**config.mk**
```make
export PLATFORM = sky130hd
export DESIGN_NAME = storage_arbiter
export DESIGN_NICKNAME = d
export VERILOG_FILES = /design/src/rtl/storage_arbiter_pkg.sv /design/src/rtl/storage_arbiter_timeout.sv /design/src/rtl/storage_arbiter.sv
export SDC_FILE = /design/constraint.sdc
export NUM_CORES = 1
export LEC_CHECK = 0
export BUFFER_PORTS_ARGS = -buffer_cell sky130_fd_sc_hd__buf_2
export CELL_PAD_IN_SITES_DETAIL_PLACEMENT = 0
export CELL_PAD_IN_SITES_GLOBAL_PLACEMENT = 2
export CORE_ASPECT_RATIO = 1.1
export CORE_MARGIN = 2
export CORE_UTILIZATION = 30
export CTS_BUF_LIST = sky130_fd_sc_hd__clkbuf_8 sky130_fd_sc_hd__clkbuf_16
export CTS_CLUSTER_SIZE = 25
export DETAILED_ROUTE_END_ITERATION = 10
export PLACE_DENSITY_LB_ADDON = 0.05
export SLEW_MARGIN = 20
export SYNTH_ARGS = -nofsm -noshare
export SYNTH_HDL_FRONTEND = slang
export SYNTH_SLANG_ARGS = --single-unit
```
**constraint.sdc**
```tcl
create_clock -name clk -period 9.7 [get_ports clk]
set_input_delay 1.455 -clock clk [delete_from_list [all_inputs] [get_ports clk]]
set_output_delay 1.455 -clock clk [all_outputs]
set_load 0.02 [all_outputs]
```
**src/rtl/storage_arbiter_pkg.sv**
```systemverilog
// Shared state, response and address-region definitions for the storage arbiter.
package storage_arbiter_pkg;

    typedef enum logic [2:0] {
        ST_IDLE,
        ST_SRAM_ACC,
        ST_EXT_ACC,
        ST_RESP,
        ST_PROG
    } arb_state_e;

    typedef enum logic [1:0] {
        RGN_SRAM,
        RGN_EXT,
        RGN_ERR
    } region_e;

    // Response data is held at the widest supported bus; the top keeps only MEM_W bits.
    localparam int unsigned RSP_DATA_MAX = 512;

    typedef struct packed {
        logic [RSP_DATA_MAX-1:0] rdata;
        logic                    err;
    } rsp_t;

    function automatic region_e decode_region(
        input logic [31:0] addr,
        input logic [32:0] sram_lim,
        input logic [32:0] mem_lim
    );
        if ({1'b0, addr} < sram_lim) return RGN_SRAM;
        if ({1'b0, addr} < mem_lim)  return RGN_EXT;
        return RGN_ERR;
    endfunction

endpackage

```
**src/rtl/storage_arbiter_timeout.sv**
```systemverilog
// Cycle counter for an outstanding external access; expire flags the LIMIT-th enabled cycle.
// load clears the count, the count saturates at LIMIT-1.
module ext_timeout_ctr #(
    parameter int unsigned LIMIT = 1024
) (
    input  logic clk,
    input  logic rst,
    input  logic load,
    input  logic enable,
    output logic expire
);

    localparam int unsigned CNT_W = $clog2(LIMIT + 1);

    logic [CNT_W-1:0] r_cnt;
    logic             w_at_limit;

    assign w_at_limit = (r_cnt == CNT_W'(LIMIT - 1));
    assign expire     = enable && w_at_limit;

    always_ff @(posedge clk or posedge rst) begin
        if (rst) begin
            r_cnt <= '0;
        end else if (load) begin
            r_cnt <= '0;
        end else if (enable && !w_at_limit) begin
            r_cnt <= r_cnt + CNT_W'(1);
        end
    end

endmodule

```
**src/rtl/storage_arbiter.sv**
```systemverilog
// One-outstanding-request arbiter between interleaved scratchpad banks and an external QSPI engine.
// Scratchpad responds 2 cycles after acceptance, range errors 1 cycle; req_ready stays low until the response is taken.
module storage_arbiter
    import storage_arbiter_pkg::*;
#(
    parameter int unsigned MEM_W       = 32,
    parameter int unsigned MEM_SZ      = 262144,
    parameter int unsigned SRAM_WORDS  = 2048,
    parameter int unsigned SRAM_BANKS  = 2,
    parameter int unsigned TIMEOUT_CYC = 1024
) (
    input  logic                           clk,
    input  logic                           rst,
    input  logic                           req_valid,
    output logic                           req_ready,
    input  logic                           req_write,
    input  logic [31:0]                    req_addr,
    input  logic [MEM_W-1:0]               req_wdata,
    input  logic [MEM_W/8-1:0]             req_be,
    output logic                           rsp_valid,
    input  logic                           rsp_ready,
    output logic [MEM_W-1:0]               rsp_rdata,
    output logic                           rsp_err,
    input  logic                           prog_set,
    input  logic                           prog_clr,
    output logic                           prog_active,
    output logic [SRAM_BANKS-1:0]          bank_cen,
    output logic                           bank_gwen,
    output logic [MEM_W/8-1:0]             bank_wen,
    output logic [$clog2(SRAM_WORDS)-1:0]  bank_addr,
    output logic [MEM_W-1:0]               bank_d,
    input  logic [SRAM_BANKS*MEM_W-1:0]    bank_q,
    output logic                           ext_sel,
    output logic                           ext_write,
    output logic [31:0]                    ext_addr,
    output logic [MEM_W-1:0]               ext_wdata,
    input  logic                           ext_ready,
    input  logic [MEM_W-1:0]               ext_rdata
);

    localparam int unsigned BYTES    = MEM_W / 8;
    localparam int unsigned BYTE_SH  = $clog2(BYTES);
    localparam int unsigned BANK_SH  = $clog2(SRAM_BANKS);
    localparam int unsigned BANK_W   = (SRAM_BANKS > 1) ? BANK_SH : 1;
    localparam int unsigned ADDR_W   = $clog2(SRAM_WORDS);
    localparam logic [32:0] SRAM_LIM = 33'(SRAM_BANKS * SRAM_WORDS * BYTES);
    localparam logic [32:0] MEM_LIM  = 33'(MEM_SZ);

    arb_state_e            r_state;
    rsp_t                  r_rsp;
    logic                  r_rsp_valid;
    logic                  r_rsp_from_bank;
    logic                  r_req_ready;
    logic                  r_prog_active;
    logic                  r_prog_pend;
    logic                  r_write;
    logic [MEM_W-1:0]      r_wdata;
    logic [31:0]           r_ext_addr;
    logic                  r_ext_sel;
    logic                  r_ext_write;
    logic [BANK_W-1:0]     r_bank;
    logic [SRAM_BANKS-1:0] r_bank_cen;
    logic                  r_bank_gwen;
    logic [BYTES-1:0]      r_bank_wen;
    logic [ADDR_W-1:0]     r_bank_addr;
    logic [MEM_W-1:0]      r_bank_d;

    logic [31:0]           w_word;
    logic [BANK_W-1:0]     w_bank_idx;
    logic [ADDR_W-1:0]     w_bank_word;
    region_e               w_region;
    logic                  w_accept;
    logic                  w_set_req;
    logic                  w_expire;
    logic [MEM_W-1:0]      w_bank_rd;

    assign w_word      = req_addr >> BYTE_SH;
    assign w_bank_idx  = BANK_W'(w_word & 32'(SRAM_BANKS - 1));
    assign w_bank_word = ADDR_W'(w_word >> BANK_SH);
    assign w_region    = decode_region(req_addr, SRAM_LIM, MEM_LIM);
    assign w_accept    = req_valid && r_req_ready;
    assign w_set_req   = prog_set && !prog_clr;

    always_comb begin
        w_bank_rd = '0;
        for (int b = 0; b < SRAM_BANKS; b++) begin
            if (BANK_W'(b) == r_bank) w_bank_rd = bank_q[b*MEM_W +: MEM_W];
        end
    end

    ext_timeout_ctr #(
        .LIMIT (TIMEOUT_CYC)
    ) u_timeout (
        .clk    (clk),
        .rst    (rst),
        .load   (w_accept),
        .enable ((r_state == ST_EXT_ACC) && !ext_ready),
        .expire (w_expire)
    );

    always_ff @(posedge clk or posedge rst) begin
        if (rst) begin
            r_state         <= ST_IDLE;
            r_rsp           <= '0;
            r_rsp_valid     <= 1'b0;
            r_rsp_from_bank <= 1'b0;
            r_req_ready     <= 1'b1;
            r_prog_active   <= 1'b0;
            r_prog_pend     <= 1'b0;
            r_write         <= 1'b0;
            r_wdata         <= '0;
            r_ext_addr      <= '0;
            r_ext_sel       <= 1'b0;
            r_ext_write     <= 1'b0;
            r_bank          <= '0;
            r_bank_cen      <= '1;
            r_bank_gwen     <= 1'b1;
            r_bank_wen      <= '1;
            r_bank_addr     <= '0;
            r_bank_d        <= '0;
        end else begin
            // Banks are driven for exactly one cycle; every other cycle they fall back to idle.
            r_bank_cen  <= '1;
            r_bank_gwen <= 1'b1;
            r_bank_wen  <= '1;
            r_bank_addr <= '0;
            r_bank_d    <= '0;

            if (r_state inside {ST_SRAM_ACC, ST_EXT_ACC, ST_RESP}) begin
                if (prog_clr)      r_prog_pend <= 1'b0;
                else if (prog_set) r_prog_pend <= 1'b1;
            end

            case (r_state)
                ST_IDLE: begin
                    if (w_accept) begin
                        r_req_ready <= 1'b0;
                        r_write     <= req_write;
                        r_wdata     <= req_wdata;
                        r_ext_addr  <= w_word;
                        r_bank      <= w_bank_idx;
                        if (w_set_req) r_prog_pend <= 1'b1;
                        case (w_region)
                            RGN_SRAM: begin
                                r_state     <= ST_SRAM_ACC;
                                r_bank_cen  <= ~(SRAM_BANKS'(1) << w_bank_idx);
                                r_bank_gwen <= ~req_write;
                                r_bank_wen  <= req_write ? ~req_be : '1;
                                r_bank_addr <= w_bank_word;
                                r_bank_d    <= req_write ? req_wdata : '0;
                            end
                            RGN_EXT: begin
                                r_state     <= ST_EXT_ACC;
                                r_ext_sel   <= 1'b1;
                                r_ext_write <= req_write;
                            end
                            default: begin
                                r_state     <= ST_RESP;
                                r_rsp_valid <= 1'b1;
                                r_rsp.rdata <= '0;
                                r_rsp.err   <= 1'b1;
                            end
                        endcase
                    end else if (w_set_req) begin
                        r_state       <= ST_PROG;
                        r_req_ready   <= 1'b0;
                        r_prog_active <= 1'b1;
                    end
                end
                ST_SRAM_ACC: begin
                    r_state         <= ST_RESP;
                    r_rsp_valid     <= 1'b1;
                    r_rsp           <= '0;
                    r_rsp_from_bank <= !r_write;
                end
                ST_EXT_ACC: begin
                    if (ext_ready || w_expire) begin
                        r_state     <= ST_RESP;
                        r_rsp_valid <= 1'b1;
                        r_ext_sel   <= 1'b0;
                        r_ext_write <= 1'b0;
                        r_rsp.rdata <= (ext_ready && !r_write) ? RSP_DATA_MAX'(ext_rdata) : '0;
                        r_rsp.err   <= !ext_ready;
                    end
                end
                ST_RESP: begin
                    // Read data is passed straight from the bank on the first response cycle, then held.
                    if (r_rsp_from_bank) begin
                        r_rsp.rdata     <= RSP_DATA_MAX'(w_bank_rd);
                        r_rsp_from_bank <= 1'b0;
                    end
                    if (rsp_ready) begin
                        r_rsp_valid     <= 1'b0;
                        r_rsp           <= '0;
                        r_rsp_from_bank <= 1'b0;
                        r_prog_pend     <= 1'b0;
                        if ((r_prog_pend || prog_set) && !prog_clr) begin
                            r_state       <= ST_PROG;
                            r_prog_active <= 1'b1;
                        end else begin
                            r_state     <= ST_IDLE;
                            r_req_ready <= 1'b1;
                        end
                    end
                end
                ST_PROG: begin
                    if (prog_clr) begin
                        r_state       <= ST_IDLE;
                        r_prog_active <= 1'b0;
                        r_req_ready   <= 1'b1;
                    end
                end
                default: begin
                    r_state     <= ST_IDLE;
                    r_req_ready <= 1'b1;
                end
            endcase
        end
    end

    if (MEM_W < RSP_DATA_MAX) begin : g_rsp_pad
        logic w_unused_rsp_pad;
        assign w_unused_rsp_pad = ^r_rsp.rdata[RSP_DATA_MAX-1:MEM_W];
    end

    assign req_ready   = r_req_ready;
    assign rsp_valid   = r_rsp_valid;
    assign rsp_err     = r_rsp.err;
    assign rsp_rdata   = r_rsp_from_bank ? w_bank_rd : r_rsp.rdata[MEM_W-1:0];
    assign prog_active = r_prog_active;
    assign bank_cen    = r_bank_cen;
    assign bank_gwen   = r_bank_gwen;
    assign bank_wen    = r_bank_wen;
    assign bank_addr   = r_bank_addr;
    assign bank_d      = r_bank_d;
    assign ext_sel     = r_ext_sel;
    assign ext_write   = r_ext_write;
    assign ext_addr    = r_ext_addr;
    assign ext_wdata   = r_wdata;

endmodule

```
==> qor.txt <==
Hold depth = 2
Arr. time, crit path = 2.18 ns
Period utilization = 37.4%
Max cap viols = 0
# IOs = 324
Area share of the largest cell type after synthesis = 52.9%
Synth Flop Type = dfrtp_1
Setup TNS = 0 ns
Max Clock Skew = 0.0130 ns
Later-pin clock latency in the skew report = 0.43 ns
CTS root buf = clkbuf_16
Grt ovf = 0
Num CTS Buffers = 17
Synth area leaders = dfrtp_1 (53%), nand2_1 (10%), mux2_4 (6.0%), mux2i_1 (4.4%), o2bb2ai_1 (3.7%)
Power density over cell area = 306 mW/mm^2
Initial Utilization = 30.6%
Largest net degree at the start of global routing = 98
Finished Core Util = 40.6%
Hold-fix buffers at CTS = 0
Startpoint types = flip-flop
DP Wirelength = 15.8 mm
RSZ-0062 raised after global routing = false
Row count = 60
Die area = 0.0263 sq mm
Ys Warns = 0
Area after DPL = 0.00935 sq mm
Mapped Area = 0.00752 sq mm
Worst-margin pin slew = 0.964 ns
Area Growth Syn to Fin = 32.5%
Cells resized by post-CTS repair = 0
Synth async-reset ratio = 100%
Drt pass-1 iters = 5
Gr usage total = 17.4%
Synth area leader = dfrtp_1
H-tree depth = 4
Initial DRC Count = 245
Initial antenna violation count = 5
Vias in the first global route = 6261
Die height = 170 um
Yosys reg bits = 167
Status = finished, final reports clean
Overall power = 3.05 mW
Count of different cell masters after synthesis = 53
Fin. max-slew vios = 0
Die width = 155 um
Final Net Count = 1201
Post-route cell area = 0.00996 sq mm
Fmax = 275 MHz
Fillers = 2511
Final hold violations = 0
Crit path max fanout = 34
Worst endpoint required time = 8.25 ns
Layout cells sized above 1 = 39.3%
Mean number of vias per cell = 4.59
CTS clk-pin slew, worst paths = 0.08 ns
Crit Path Class = reg -> out
WL per Instance = 16.9 um
IO buf count = 319
Crit. End Element = output pin
First-pass GRT wire length = 35.5 mm
Setup violators final = 0
VDD IR max = 0.122 mV
Post-synthesis sequential area ratio = 55.7%
Hold Path Class = reg -> reg
Final Critical Period = 3.63 ns
RePlAce Congestion = 0.725
Via count = 6223
Post-Route WL = 22.9 mm
CTS sink cnt = 167
Slew headroom = 35.8%
R2R depth = 5
Number of flops mapped to enable cells by yosys = 0
Leakage = 5.40 nW
Post-CTS setup buffer count = 0
CTS tree = yes
Syn_area_per_cell = 10.3 sq um
Core ar. = 0.0245 sq mm
Post-DRT Antenna Nets = 0
Post-route DRC violation count = 0
Clock Path Buffers = 2
Hold_ws = 0.472 ns
Synth Instances = 733
[report_power, final]
group	internal, mW	switching [mW]
registers	0.897	0.154
logic	0.502	0.811
clock network	0.350	0.334
[cells in the final DEF, fill, tap and decap left out, types with 8 or more instances in the layout]
cell / instances
nor2_1: 52
o2bb2ai_1: 32
buf_2: 319
dfstp_2: 8
nand3_1: 8
clkbuf_16: 17
dfrtp_1: 157
mux2i_1: 33
and2_1: 35
and3_1: 15
nand2_1: 202
a21oi_1: 37
mux2_4: 30
[area by class of cell]
cell class                      instances  area, sq um  area share, %
Antenna cell                            4         10.0          0.100
Clock buffer                           17          425           4.27
Clock inverter                         15          183           1.83
Inverter                                5         23.8          0.239
Multi-Input combinational cell        512         3100           31.1
Sequential cell                       167         4190           42.1
Tap cell                              310          388           3.89
Timing Repair Buffer                  325         1640           16.5
[critical path: stages (launching register included)]
cell     delay, ns
dfrtp_2       0.99
mux2i_1       0.42
a21oi_1       0.11
buf_2         0.20
[sequential cells by signal (all words and copies together), names as in the netlist, 3 cells and up]
register,count
ext_wdata,32
ext_addr,30
bank_d,32
bank_wen,4
r_state,3
bank_addr,11
r_rsp,32
u_timeout.r_cnt,11
[kinds of logic after synthesis]
group,count (synthesis),synth area share [%]
muxes,65,10.7
adders and majority gates,1,0.166
and+or+nand+nor,343,20.2
other,1,0.0499
DFF,167,55.7
xor gates and xnor gates,9,1.05
buffers and inverters,55,3.28
AOI/OAI and AO/OA,92,8.89
[final timing paths]
kind	from	to	slack, ns
max in group asynchronous	rst	ext_addr[0]$_DFFE_PP0P_	6.88
worst max-delay path	ext_addr[0]$_DFFE_PP0P_	rsp_rdata[7]	6.07
worst max register to register	req_ready$_DFFE_PP1P_	r_rsp[6]$_DFFE_PP0P_	6.79
worst min-delay path	ext_wdata[1]$_DFFE_PP0P_	ext_wdata[1]$_DFFE_PP0P_	0.47
worst min register to register	ext_wdata[1]$_DFFE_PP0P_	ext_wdata[1]$_DFFE_PP0P_	0.47
min in group asynchronous	rst	bank_d[27]$_DFF_PP0_	1.17
[synthesized netlist by cell type (all sizes together) (3+ instances only)]
cell,n
a21oi,37
a31oi,3
and2,35
and3,15
buf,12
clkbuf,38
dfrtp,159
dfstp,8
inv,5
mux2,32
mux2i,33
nand2,202
nand3,8
nand4,5
nor2,54
nor3,5
nor4,4
o21ai,6
o2bb2ai,32
xnor2,3
xor2,6
[metrics by stage]
| step | std cells | setup slack, ns |
|---|---|---|
| floorplan | 734 | 3.74 |
| detailed placement | 1319 | 5.76 |
| global placement | 1319 | 5.76 |
| CTS | 1351 | 5.96 |
| finish | 1355 | 6.07 |
| global route | 1353 | 5.90 |
[routing by layer]
metal | up-vias | global-route usage [%] | wire length, um
li1 | 3045 | - | -
met1 | 2937 | 21.5 | 9650
met2 | 214 | 28.1 | 10800
met3 | 25 | 7.00 | 2040
met4 | 2 | 5.27 | 396
met5 | - | 0 | 16
(Power assumes the default switching activity.)
